$ cat src/rtl/register_file.sv
// Eight-entry 16-bit register file (R7 = PC) with a pending-write scoreboard for hazard detection.
// Optional same-cycle write-to-read forwarding and busy masking when REGFILE_BYPASS_EN is defined.
module register_file #(
    parameter logic [15:0] RESET_PC = 16'h0000
) (
    input  logic        clk,
    input  logic        reset,
    input  logic [2:0]  readAddr1,
    input  logic [2:0]  readAddr2,
    input  logic [2:0]  writeAddr,
    input  logic [15:0] writeData,
    input  logic        writeEn,
    input  logic [15:0] writeR7Data,
    input  logic        writeR7En,
    input  logic        issueEn,
    input  logic [2:0]  issueAddr,
    output logic [15:0] RFOut1,
    output logic [15:0] RFOut2,
    output logic [15:0] PCOut,
    output logic        busy1,
    output logic        busy2
);

    logic [15:0] regs [8];
    logic [7:0]  pending;
    logic [7:0]  set_mask;
    logic [7:0]  clr_mask;
    logic [7:0]  pending_next;

    // NOTE: every variable gets a default first so no latch is inferred.
    always_comb begin
        set_mask = '0;
        clr_mask = '0;
        if (issueEn)
            set_mask[issueAddr] = 1'b1;
        if (writeEn)
            clr_mask[writeAddr] = 1'b1;
        if (writeR7En)
            clr_mask[7] = 1'b1;
        // Set is OR-ed in after the clear so a new producer outlives a retiring one.
        pending_next = (pending & ~clr_mask) | set_mask;
    end

    // NOTE: state uses non-blocking assignments so all flops update together at the edge.
    always_ff @(posedge clk) begin
        if (reset) begin
            // NOTE: the array is plain flops, so it can be reset like any register.
            for (int i = 0; i < 7; i++)
                regs[i] <= '0;
            regs[7] <= RESET_PC;
            pending <= '0;
        end else begin
            if (writeEn)
                regs[writeAddr] <= writeData;
            // Later assignment wins: the dedicated PC port overrides a general write to R7.
            if (writeR7En)
                regs[7] <= writeR7Data;
            pending <= pending_next;
        end
    end

    function automatic logic [15:0] read_reg(input logic [2:0] addr);
`ifdef REGFILE_BYPASS_EN
        if (writeR7En && addr == 3'd7)
            return writeR7Data;
        else if (writeEn && addr == writeAddr)
            return writeData;
        else
            return regs[addr];
`else
        return regs[addr];
`endif
    endfunction

    always_comb begin
        RFOut1 = read_reg(readAddr1);
        RFOut2 = read_reg(readAddr2);
        PCOut  = read_reg(3'd7);
    end

`ifdef REGFILE_BYPASS_EN
    // A register retiring this cycle is already forwarded, so it reads as not busy.
    assign busy1 = pending[readAddr1] & ~(clr_mask[readAddr1] & ~set_mask[readAddr1]);
    assign busy2 = pending[readAddr2] & ~(clr_mask[readAddr2] & ~set_mask[readAddr2]);
`else
    assign busy1 = pending[readAddr1];
    assign busy2 = pending[readAddr2];
`endif

endmodule
$ cat config.mk
export PLATFORM = sky130hd
export DESIGN_NAME = register_file
export DESIGN_NICKNAME = d
export VERILOG_FILES = /design/src/rtl/register_file.sv
export SDC_FILE = /design/constraint.sdc
export NUM_CORES = 1
export LEC_CHECK = 0
export ABC_AREA = 1
export BUFFER_PORTS_ARGS = -buffer_cell sky130_fd_sc_hd__buf_2
export CORE_UTILIZATION = 30
export DETAILED_ROUTE_END_ITERATION = 16
export GPL_TIMING_DRIVEN = 0
export SYNTH_ARGS = -nofsm -noshare
export SYNTH_HDL_FRONTEND = slang
export SYNTH_SLANG_ARGS = --single-unit
export TNS_END_PERCENT = 50
$ cat constraint.sdc
create_clock -name clk -period 3 [get_ports clk]
set_clock_uncertainty 0.1 [all_clocks]
set_input_delay 0.3 -clock clk [delete_from_list [all_inputs] [get_ports clk]]
set_output_delay 0.3 -clock clk [all_outputs]
set_load 0.005 [all_outputs]
==> summary.txt <==
Outcome
  – Outcome: complete, but fails checks
  – Failing checks: design-rule violations

Clock network
  – Clock tree buffer depth: 2
  – Worst-skew pair later-pin latency: 0.43 ns
  – Setup bufs post-CTS: 0
  – TritonCTS Sinks: 136
  – CTS tree: done
  – Hold Buf Count CTS: 0
  – Worst-path clk slew: 0.06 ns
  – CTS buffer count: 17
  – Root Buffer: clkbuf_16
  – H-tree depth: 4
  – Resize count post-CTS: 0

STA
  – Hold Fails Final Rpt: 0
  – Setup violators final: 0
  – Max Fclk: 451 MHz
  – Slew @ Worst Pin: 0.947 ns
  – Setup TNS: 0 ns
  – Post-route setup slack: 0.780 ns
  – Slew Limit Fails: 0
  – Final Critical Period: 2.22 ns
  – Slew margin rel.: 36.7%
  – Final period utilization: 74.0%
  – RSZ-0062 raised after global routing: no

Cells and area
  – Area delta synth->final: 17.5%
  – Area of the multi-input gates: 3260 sq um
  – Seq. cell area: 4000 sq um
  – Antenna Diode Count: 0
  – Layout cells sized above 1: 13.0%
  – Final core utilization: 35.9%
  – Final Cell Area: 9640 sq um
  – Final net count: 1308
  – Fillers: 2851

Logic synthesis
  – Syn_area_per_cell: 7.13 sq um
  – Synthesized Nets: 1199
  – Synthesized area: 8200 sq um
  – Post-synthesis sequential area ratio: 48.8%
  – Netlist cell types: 21
  – Yosys reg bits: 136
  – Syn Inst Count: 1150
  – Synth warn: 0

Drt
  – Detailed Route Iter0 Violations: 902
  – DRC Markers: 1
  – Routed WL: 28500 um
  – DR vias/cell: 4.91
  – Via count: 7917
  – Wire length per cell: 17.7 um
  – DRT antenna net count: 0
  – DR pass1 iterations: 11

Critical path
  – Reg2reg end: pending[4]
  – WS Path Type: primary input to primary output
  – Crit. Startpoint: readAddr1[1]
  – Worst setup endpoint: RFOut1[12]
  – CP startpoint kind: primary input
  – WP data required: 2.60 ns
  – Reg2Reg Depth: 4
  – Worst Path Max Fanout: 10
  – RR Startpoint: pending[4]
  – Worst R2R Setup Slack: 2.19 ns
  – Nature of the critical path endpoint: primary output
  – Worst EP arrival: 1.82 ns

Pwr
  – Power per cell area: 530 nW/um^2
  – Total power: 0.00511 W
  – Leak pwr: 4.83 nW
  – VDD IR-drop max: 392 uV

Die
  – Die ar.: 28000 sq um
  – Die width: 167 um
  – Starting Density: 30.5%
  – Io pins: 99
  – Die height: 167 um
  – Core Region: 26900 sq um
  – Rows: 60

Placement
  – IO Port Bufs: 90
  – Placed instance area: 9080 sq um
  – Post-DP HPWL: 20700 um
  – Dpl ws: 0.549 ns
  – Global placement routability congestion: 0.852

Run
  – Total of max-cap violations: 0

Global route
  – Vias in the first global route: 7578
  – Global-route wire length before repair: 43200 um
  – GR Overflow Total: 0
  – GRT Total Usage: 20.8%
  – Initial antenna violation count: 0
  – Pin count of the biggest net entering global routing: 17

Min path
  – HP Class: primary input to flip-flop
==> report_power, final <==
group	total, W	switching [W]	internal, W
Sequential	0.00224	0.0000360	0.00220
Combinational	0.000826	0.000581	0.000245
Clock	0.00205	0.000848	0.00120
==> through the flow <==
stage	hold WS (ns)	std cells
after CTS	0.0676	1613
after floorplan	0.353	1150
after detailed placement	0.388	1581
after global routing	0.0743	1613
after global placement	0.371	1581
final	0.0774	1613
==> cell usage after synthesis <==
library cell | number | area, sq um
nand2_1 | 459 | 1720
inv_1 | 160 | 601
nand3_1 | 160 | 801
edfxtp_1 | 128 | 3840
nor2_1 | 124 | 465
clkbuf_1 | 28 | 105
buf_2 | 26 | 130
o21ai_0 | 26 | 130
dfxtp_1 | 8 | 160
nand3_2 | 7 | 70.1
buf_6 | 4 | 45.0
clkinv_1 | 4 | 15.0
buf_1 | 3 | 11.3
buf_4 | 3 | 22.5
inv_2 | 3 | 11.3
nand4_1 | 2 | 12.5
nand2_2 | 1 | 6.26
nand2_4 | 1 | 11.3
nand3b_1 | 1 | 7.51
nor2_4 | 1 | 11.3
nor2_8 | 1 | 20.0
==> final cells by class <==
class | count | area share (%)
Clock inverter | 15 | 1.41
Clock buffer | 17 | 4.41
Timing Repair Buffer | 90 | 4.67
Buffer | 64 | 3.26
Multi-Input combinational cell | 783 | 33.8
Sequential cell | 136 | 41.5
Inverter | 167 | 6.50
Tap cell | 341 | 4.43
==> sequential cells by signal, summed over array words and instances (netlist names) <==
| register | count |
|---|---|
| regs | 128 |
| pending | 8 |
==> logic make-up after synthesis <==
kind of cell	Yosys count	synth area share, %
AND/OR/NAND/NOR	757	38.1
AO/OA/AOI/OAI	26	1.59
flip-flops	136	48.8
buffers and inverters	231	11.5
==> per-layer routing <==
layer / vias up / share of wire, % / track usage [%]
met1: 3690 / 43 / 27.9
met4: 0 / 2.7 / 9.01
li1: 3785 / - / -
met2: 390 / 46 / 33.1
met3: 52 / 9.0 / 3.31
met5: - / 0 / 0
==> worst max-delay path: stages <==
cell and delay [ns]:
buf_2 0.17, clkinv_1 0.17, clkbuf_1 0.58, nand3_1 0.17
nand2_1 0.09, nand2_1 0.05, nand2_1 0.14, buf_2 0.14
==> how the worst min path moves through the flow <==
stage / startpoint / end / slack [ns] / cells after the start
2_1_floorplan: pending[0] / pending[0] / 0.35 / 2
3_3_place_gp: pending[3] / pending[3] / 0.37 / 2
3_5_place_dp: pending[6] / pending[6] / 0.39 / 2
4_1_cts: writeR7Data[11] / regs[7][11] / 0.07 / 3
5_1_grt: writeR7Data[11] / regs[7][11] / 0.07 / 3
6_report: writeR7Data[5] / regs[7][5] / 0.08 / 3
==> placed cells by master, fill, tap and decap left out, types with 17 or more instances in the layout <==
cell type,count
o21ai_0,26
buf_2,116
clkbuf_16,17
inv_1,160
nand3_1,160
nand2_1,459
edfxtp_1,128
nor2_1,124
clkbuf_1,28
Power figures use the tool's default switching activity.
